**src/rtl/shift_seq_ctrl_if.sv**
```systemverilog
`default_nettype none
// ============================================================================
//  Module      : shift_seq_ctrl_if
//  Description : Command handshake plus 194-style shift register control bus
//                between the requester, the sequencer and the shift datapath.
//  Revision    : 1.0 - initial release
// ============================================================================
interface shift_seq_ctrl_if #(
    parameter int AMT_W  = 5,
    parameter int DATA_W = 32
);
    // requester side
    logic              start;
    logic [2:0]        op;
    logic [AMT_W-1:0]  amt;
    logic [DATA_W-1:0] data_in;
    logic              busy;
    logic              done;
    // shift register side
    logic [DATA_W-1:0] Q;
    logic              S1;
    logic              S0;
    logic              SL;
    logic              SR;
    logic [DATA_W-1:0] PData;
    logic              sh_clear;

    // Environment: drives commands and returns the register contents
    modport master (
        output start, op, amt, data_in, Q,
        input  busy, done, S1, S0, SL, SR, PData, sh_clear
    );

    // Sequencer
    modport slave (
        input  start, op, amt, data_in, Q,
        output busy, done, S1, S0, SL, SR, PData, sh_clear
    );
endinterface
`default_nettype wire

```
**src/rtl/shift_seq_ctrl.sv**
```systemverilog
`default_nettype none
// ============================================================================
//  Module      : shift_seq_ctrl
//  Description : Sequences one load/shift/rotate/clear command onto a 32-bit
//                194-style shift register, one shift per clock.
//  Revision    : 1.0 - initial release
// ============================================================================
module shift_seq_ctrl #(
    parameter int AMT_W  = 5,
    parameter int DATA_W = 32
) (
    input  wire logic clk,
    input  wire logic CR,
    shift_seq_ctrl_if.slave bus
);

    localparam logic [2:0] c_OP_LOAD = 3'b000;
    localparam logic [2:0] c_OP_SLL  = 3'b001;
    localparam logic [2:0] c_OP_SRL  = 3'b010;
    localparam logic [2:0] c_OP_SRA  = 3'b011;
    localparam logic [2:0] c_OP_ROL  = 3'b100;
    localparam logic [2:0] c_OP_ROR  = 3'b101;
    localparam logic [2:0] c_OP_CLR  = 3'b110;
    localparam logic [2:0] c_OP_NOP  = 3'b111;

    localparam logic [1:0] c_MODE_HOLD  = 2'b00;
    localparam logic [1:0] c_MODE_RIGHT = 2'b01;
    localparam logic [1:0] c_MODE_LEFT  = 2'b10;
    localparam logic [1:0] c_MODE_LOAD  = 2'b11;

    typedef enum logic [1:0] {
        ST_IDLE  = 2'd0,
        ST_LOAD  = 2'd1,
        ST_SHIFT = 2'd2,
        ST_DONE  = 2'd3
    } state_t;

    state_t            r_state;
    logic [2:0]        r_op;
    logic [AMT_W-1:0]  r_amt;
    logic [AMT_W-1:0]  r_cnt;
    logic [DATA_W-1:0] r_data;

    logic [1:0]        w_mode;
    logic              w_sl;
    logic              w_sr;
    logic [DATA_W-1:0] w_pdata;
    logic              w_load_only;

    // Commands that finish after the parallel load with no shifting
    assign w_load_only = (r_op == c_OP_LOAD) || (r_op == c_OP_CLR) ||
                         (r_amt == '0);

    always_ff @(posedge clk or negedge CR) begin
        if (!CR) begin
            r_state <= ST_IDLE;
            r_op    <= '0;
            r_amt   <= '0;
            r_data  <= '0;
            r_cnt   <= '0;
        end else begin
            case (r_state)
                ST_IDLE, ST_DONE: begin
                    if (bus.start) begin
                        r_op    <= bus.op;
                        r_amt   <= bus.amt;
                        r_data  <= bus.data_in;
                        r_state <= (bus.op == c_OP_NOP) ? ST_DONE : ST_LOAD;
                    end else begin
                        r_state <= ST_IDLE;
                    end
                end
                ST_LOAD: begin
                    if (w_load_only) begin
                        r_state <= ST_DONE;
                    end else begin
                        r_cnt   <= r_amt;
                        r_state <= ST_SHIFT;
                    end
                end
                ST_SHIFT: begin
                    r_cnt <= r_cnt - 1'b1;
                    if (r_cnt == {{(AMT_W-1){1'b0}}, 1'b1}) begin
                        r_state <= ST_DONE;
                    end
                end
                default: r_state <= ST_IDLE;
            endcase
        end
    end

    // Register control decoded from registered state; SL/SR may follow Q for fill
    always_comb begin
        w_mode  = c_MODE_HOLD;
        w_sl    = 1'b0;
        w_sr    = 1'b0;
        w_pdata = '0;
        case (r_state)
            ST_LOAD: begin
                w_mode  = c_MODE_LOAD;
                w_pdata = (r_op == c_OP_CLR) ? '0 : r_data;
            end
            ST_SHIFT: begin
                case (r_op)
                    c_OP_SLL: w_mode = c_MODE_LEFT;
                    c_OP_SRL: w_mode = c_MODE_RIGHT;
                    c_OP_SRA: begin
                        w_mode = c_MODE_RIGHT;
                        w_sr   = bus.Q[DATA_W-1];
                    end
                    c_OP_ROL: begin
                        w_mode = c_MODE_LEFT;
                        w_sl   = bus.Q[DATA_W-1];
                    end
                    c_OP_ROR: begin
                        w_mode = c_MODE_RIGHT;
                        w_sr   = bus.Q[0];
                    end
                    default: w_mode = c_MODE_HOLD;
                endcase
            end
            default: w_mode = c_MODE_HOLD;
        endcase
    end

    assign bus.S1       = w_mode[1];
    assign bus.S0       = w_mode[0];
    assign bus.SL       = w_sl;
    assign bus.SR       = w_sr;
    assign bus.PData    = w_pdata;
    assign bus.busy     = (r_state == ST_LOAD) || (r_state == ST_SHIFT);
    assign bus.done     = (r_state == ST_DONE);
    // System reset also wipes the shift register
    assign bus.sh_clear = ~CR;

endmodule
`default_nettype wire

```
**src/flat_wrapper.sv**
```systemverilog
// flat-port wrapper written by rule: the top's interface ports become plain ports
module shift_seq_ctrl_flat 
#(
    parameter int AMT_W  = 5,
    parameter int DATA_W = 32
)
  (clk, CR, bus_start, bus_op, bus_amt, bus_data_in, bus_Q, bus_busy, bus_done, bus_S1, bus_S0, bus_SL, bus_SR, bus_PData, bus_sh_clear);
  shift_seq_ctrl_if #(.AMT_W(AMT_W), .DATA_W(DATA_W)) bus_i ();
  input  wire logic clk;
  input  wire logic CR;
  input wire logic [$bits(bus_i.start)-1:0] bus_start;
  input wire logic [$bits(bus_i.op)-1:0] bus_op;
  input wire logic [$bits(bus_i.amt)-1:0] bus_amt;
  input wire logic [$bits(bus_i.data_in)-1:0] bus_data_in;
  input wire logic [$bits(bus_i.Q)-1:0] bus_Q;
  output wire logic [$bits(bus_i.busy)-1:0] bus_busy;
  output wire logic [$bits(bus_i.done)-1:0] bus_done;
  output wire logic [$bits(bus_i.S1)-1:0] bus_S1;
  output wire logic [$bits(bus_i.S0)-1:0] bus_S0;
  output wire logic [$bits(bus_i.SL)-1:0] bus_SL;
  output wire logic [$bits(bus_i.SR)-1:0] bus_SR;
  output wire logic [$bits(bus_i.PData)-1:0] bus_PData;
  output wire logic [$bits(bus_i.sh_clear)-1:0] bus_sh_clear;
  assign bus_i.start = bus_start;
  assign bus_i.op = bus_op;
  assign bus_i.amt = bus_amt;
  assign bus_i.data_in = bus_data_in;
  assign bus_i.Q = bus_Q;
  assign bus_busy = bus_i.busy;
  assign bus_done = bus_i.done;
  assign bus_S1 = bus_i.S1;
  assign bus_S0 = bus_i.S0;
  assign bus_SL = bus_i.SL;
  assign bus_SR = bus_i.SR;
  assign bus_PData = bus_i.PData;
  assign bus_sh_clear = bus_i.sh_clear;
  shift_seq_ctrl #(.AMT_W(AMT_W), .DATA_W(DATA_W)) u_core (.clk(clk), .CR(CR), .bus(bus_i));
endmodule
```
**config.mk**
```make
export PLATFORM = sky130hd
export DESIGN_NAME = shift_seq_ctrl_flat
export DESIGN_NICKNAME = d
export VERILOG_FILES = /design/src/rtl/shift_seq_ctrl_if.sv /design/src/rtl/shift_seq_ctrl.sv /design/src/flat_wrapper.sv
export SDC_FILE = /design/constraint.sdc
export NUM_CORES = 1
export LEC_CHECK = 0
export ABC_AREA = 1
export ABC_CLOCK_PERIOD_IN_PS = 2100
export CORE_UTILIZATION = 25
export DETAILED_ROUTE_END_ITERATION = 8
export HOLD_SLACK_MARGIN = 0.02
export PLACE_DENSITY_LB_ADDON = 0.15
export SLEW_MARGIN = 20
export SYNTH_ARGS = -nofsm -noshare
export SYNTH_HDL_FRONTEND = slang
export SYNTH_SLANG_ARGS = --single-unit
```
**constraint.sdc**
```tcl
create_clock -name clk -period 2.1 [get_ports clk]
set_clock_uncertainty 0.15 [all_clocks]
set_input_delay 0.315 -clock clk [delete_from_list [all_inputs] [get_ports clk]]
set_output_delay 0.315 -clock clk [all_outputs]
set_load 0.005 [all_outputs]
```
# [After elaboration in Yosys (flattened, before gate mapping)]
# Index checks and enable logic that the tools add are counted.
# W data, S select, Z words.
[classes] addsub=1 n_mul=0 div=0 n_lt_le_gt_ge=0 n_eq_ne=13 shifts=0 n_mux=15 bitwise_logic=1 reduce_logical=12
[ops] operator="$mux W32" count=2
[ops] operator="$eq A3 B3 Y1 const B" count=4
[ops] operator="$pmux W5 S2" count=1
[ops] operator="$pmux W2 S2" count=2
[ops] operator="$eq A3 B2 Y1 const B" count=2
[ops] operator="$mux W2" count=3
[ops] operator="$pmux W2 S3" count=1
[ops] operator="$eq A5 B1 Y1 const B" count=1
[ops] operator="$logic_not A5 Y1" count=1
[ops] operator="$mux W5" count=1
[ops] operator="$sub A5 B1 Y5 const B" count=1
[ops] operator="$eq A2 B2 Y1 const B" count=2
[ops] operator="$mux W1" count=4
[ops] operator="$reduce_and A2 Y1" count=2
[ops] operator="$reduce_or A2 Y1" count=2
[ops] operator="$eq A3 B1 Y1 const B" count=1
[ops] operator="$logic_not A3 Y1" count=1
[ops] operator="$logic_or A1 B1 Y1" count=3
[ops] operator="$reduce_or A3 Y1" count=1
[ops] operator="$eq A2 B1 Y1 const B" count=1
[ops] operator="$logic_not A2 Y1" count=1
[ops] operator="$ne A2 B1 Y1 const B" count=1
[ops] operator="$ne A2 B2 Y1 const B" count=1
[ops] operator="$pmux W1 S2" count=1
[ops] operator="2 further kinds" count=2
[totals] regBits=47 latch_bits=0 ram_bits=0 romBits=0 out_inout_bits=39 wordCells=47 memories=0

# [Logic depth before layout (Yosys ltp)]
[logic_depth] ltp_word=5 ltp_mapped=9

# [Worst setup path after synthesis]
# OpenSTA, ideal clock, no wires.
[synth_path] path_type="register to output" from="register u_core.r_state[0]" to="output port bus_S1" arrival_time_ns=1.174 required_ns=1.635 setup_slack_ns=0.461 path_stages_with_launch=8 path_buffers=1 cell_sequence="dfrtp_1 > inv_1 > ha_1 > buf_2 > inv_1 > a21oi_1 > o21ai_0 > inv_1"
[synth_between] elab_chain_len=2 word_cells_on_any_way=3 cone_classes="2 x eq/ne; 1 x mux"
[synth_lines] item="start: declaration" line_no="shift_seq_ctrl.sv:38" rtl="state_t r_state;"
[synth_lines] item="start signal: assignment" line_no="shift_seq_ctrl.sv:68" rtl="r_state <= (bus.op == c_OP_NOP) ? ST_DONE : ST_LOAD;"
[synth_lines] item="$eq A2 B2 Y1 or $eq A2 B1 Y1 (tied branches)" line_no="shift_seq_ctrl.sv:98" rtl="case (r_state)"
[synth_lines] item="$pmux W2 S2 (*)" line_no="shift_seq_ctrl.sv:98"
[synth_lines] item="end: declaration" line_no="flat_wrapper.sv:18" rtl="output wire logic [$bits(bus_i.S1)-1:0] bus_S1;"
# Mark *: on every way between the ends. The rest lies on a longest branch, timed or not.

# [Final worst setup path]
[layout_path] from="register u_core.r_state[1]" to="output port bus_PData[15]"
[layout_between] elab_chain_len=2
[layout_lines] item="$eq A2 B1 Y1" line_no="shift_seq_ctrl.sv:98"
[layout_lines] item="$mux W32" line_no="shift_seq_ctrl.sv:98"
[layout_lines] item="end: declaration" line_no="flat_wrapper.sv:22" rtl="output wire logic [$bits(bus_i.PData)-1:0] bus_PData;"
# No other way between the ends.

==> run summary <==
=================================================================================
Cell breakdown of the critical path                                  inv_2 > ha_4 > o31ai_4 > buf_6 > buf_6 > buf_12 > buf_6 > nor2_2 > buf_2
Gr usage total                                                              13.5%
Number of global-route vias before repair                                   2,086
Largest net degree at the start of global routing                              48
Fraction of layout instances using a drive strength above 1                 26.2%
Transition at the pin with the smallest max-transition slack               614 ps
VDD IR max                                                               0.389 mV
Top post-synthesis cells by area                                     dfrtp_1 51%, nand2_1 12%, o21ai_0 7.5%
Antenna violations before repair                                                0
Initial core utilization                                                    26.3%
Routed wire length                                                        6150 µm
Clock latency at the later pin of the worst-skew pair                      300 ps
Residual DRC                                                                    1
Setup-failing EPs final                                                         4
Placed cells                                                                  483
Critical Path Sink Type                                              primary output
Final Net Count                                                               483
Endpoints failing hold                                                          0
DR vias                                                                     2,156
ANT cells                                                                       0
Ranking of synthesized cells by instance count                       75 x nand2_1, 47 x dfrtp_1, 46 x inv_1
Maximum capacitance violations                                                  0
Outcome                                                              finished, violations left
Part of the power in combinational logic                                    57.8%
Die Height                                                                98.5 µm
Root Buffer                                                              clkbuf_8
Post-synthesis cell area                                                 2330 µm²
Count of final max-slew check failures                                          0
Antenna Nets Post-Route                                                         0
Area share of the largest cell type after synthesis                         50.5%
Final critical-path share of the clock period                                102%
Clock Sinks                                                                    47
Per-instance average area after synthesis                                7.92 µm²
Largest area contributor in the synthesized netlist                       dfrtp_1
Unique masters post-synth                                                      22
Final worst slack                                                        -36.4 ps
Switching share of power                                                    41.4%
Overflow left after global routing                                              0
Crit path arrival time                                                    1670 ps
Area growth, synth to finish                                                54.1%
First-pass GRT wire length                                              10,300 µm
Synthesized net count                                                         374
Number of buffers on the longest clock path                                     2
Critical Path Max Stage Delay                                              410 ps
Failing checks                                                       design-rule violations, negative setup slack
Switching power summed over all nets                                      2100 µW
Power Internal                                                            2970 µW
Core outline area                                                        8850 µm²
Class of the most critical setup path                                flip-flop to primary output
Power Density                                                         1410 nW/µm²
Final weighted congestion of routability-driven global placement            0.752
Clock transition at path regs                                               90 ps
Layout filler cell count                                                      950
Cell type group with the largest total delay on the critical path    buffers and inverters
Number of enable flip-flop cells after synthesis                                0
Post-synth ARST share                                                        100%
Most frequent cell on the critical path                                     buf_6
Top-level I/O count                                                           114
Count of buffers inserted at the top-level ports                               83
Tmin final                                                                2140 ps
Clock network fraction of design power                                      11.5%
Unrepaired setup endpoints after global routing                               yes
Floorplan die area                                                       9700 µm²
Relative contribution of sequential cells to total power                    30.6%
H-tree depth reported by CTS                                                    2
Number of instances in the synthesized netlist                                294
Clock tree from TritonCTS                                                     yes
Register area share after synthesis                                         50.5%
Detailed placement HPWL                                                   4010 µm
Number of standard cells in the final layout excluding fillers                512
Highest fanout seen on the critical path                                        6
Number of optimization iterations in the first detailed-route pass              8
Critical Path Start Type                                                flip-flop
Width of the chip                                                         98.5 µm
Routed len/inst                                                           12.0 µm
Slowest CP cell                                                           dfrtp_1
Main synth FF type                                                        dfrtp_1
Relative slew slack                                                         59.1%
Data required time at the worst endpoint                                  1630 ps
Highest clock frequency the design can meet                               468 MHz
Min-delay worst type                                                 flip-flop to flip-flop
Num CTS Buffers                                                                 5
DR iter-0 viols                                                                65
Cell with the most instances after synthesis                              nand2_1
Flip-flop and latch count after synthesis                                      47
Utilization after layout                                                    40.5%
P_leak                                                                 0.00178 µW
Number of vias per cell after detailed routing                               4.21
Bufs and invs on worst path                                                     6
Standard-cell row count                                                        34
Synthesis warning total                                                         0
=================================================================================
## routing by layer
layer	track usage [%]	vias up	wire length, µm
met3	3.83	7	464
met4	2.76	0	51
li1	-	1116	-
met5	0	-	0
met1	16.7	973	2770
met2	23.4	60	2860
## worst min-delay path: stages, from the launching register on
cell	delay, ps
dfrtp_1	370
nand2_1	70
nand2_1	60
## cells by family after synthesis
| kind of cell | Yosys count | synth area share [%] |
|---|---|---|
| DFF | 47 | 50.5 |
| and+or+nand+nor | 126 | 21.3 |
| muxes | 1 | 0.430 |
| xor gates and xnor gates | 2 | 0.752 |
| buffers and inverters | 61 | 12.2 |
| AOI/OAI and AO/OA | 52 | 12.1 |
| adders and majority gates | 5 | 2.69 |
## power by group through the flow
stage,Combinational [µW],Sequential [µW],Clock [µW]
detailed placement,2470,1580,0
floorplan,1560,1530,0
global placement,2440,1570,0
global route,3340,1610,641
CTS,2840,1560,621
finish,2930,1550,585
## cells in the final DEF (no fill, tap or decap)
cell              n
a21oi_2           1
ha_1              3
dlygate4sd3_1     1
xor2_1            1
o31ai_4           1
clkdlybuf4s50_1  45
nand4_1           1
dfrtp_2           1
mux2i_1           1
dlygate4sd2_1     5
nor2_2           13
inv_1            42
xnor2_1           1
buf_12            2
ha_4              2
nand3_1           6
inv_2             7
dfrtp_1          46
nor2_1           21
nor2_4            7
clkbuf_8          5
clkdlybuf4s15_1   1
inv_6             1
clkinv_4          1
nand2_1          75
o21ai_0          33
buf_4            20
a31oi_1           2
buf_6             8
o21ai_2           1
buf_16            3
o21ai_1          10
buf_2            29
nand2_2           3
a21oi_1           4
clkinv_2          1
## state kept, by name, summed over array words and instances, names as in the netlist
name            cells
u_core.r_amt        5
u_core.r_cnt        5
u_core.r_data      32
u_core.r_op         3
u_core.r_state      2
## repair_timing
item / 4_1_cts / 5_1_grt
hold buffers: 1 / 0
endpoints found under the hold margin: 47 / 0
resized for setup: 150 / 30
buffers inserted: 16 / 2
gates cloned: 3 / 0
setup endpoints to repair: 37 / 29
pin swaps: 1 / 3
## worst paths after layout
kind                              startpoint                end  slack, ps  depth (start not counted)
max                        u_core.r_state[1]      bus_PData[15]        -40                          9
min                          u_core.r_cnt[4]    u_core.r_cnt[4]        370                          2
max reg2reg                u_core.r_state[1]  u_core.r_data[31]        250                          8
min reg2reg                  u_core.r_cnt[4]    u_core.r_cnt[4]        370                          2
max in group asynchronous                 CR  u_core.r_state[0]        850                          3
min in group asynchronous                 CR  u_core.r_data[29]        500                          3
## through the flow
stage | setup slack, ps | setup TNS (ps) | instance area (µm²) | hold slack [ps] | power [µW]
after floorplan | 461 | 0 | 2330 | -131 | 3090
after global placement | -56.9 | -564 | 3290 | 341 | 4020
final | -36.4 | -128 | 3590 | 373 | 5070
after detailed placement | -42.9 | -497 | 3290 | 339 | 4050
after CTS | -84.0 | -550 | 3500 | 375 | 5020
after global routing | -111 | -640 | 3590 | 402 | 5580
## final cells by class
cell class,instances,area (µm²),area share [%]
multi-input cells,186,977,27.2
repair buffers,114,1020,28.5
clock inverters,3,22.5,0.628
clock buffers,5,68.8,1.92
flip-flops and latches,47,1180,32.8
inverters,49,184,5.13
well taps,108,135,3.77
Power figures use the tool's default switching activity.
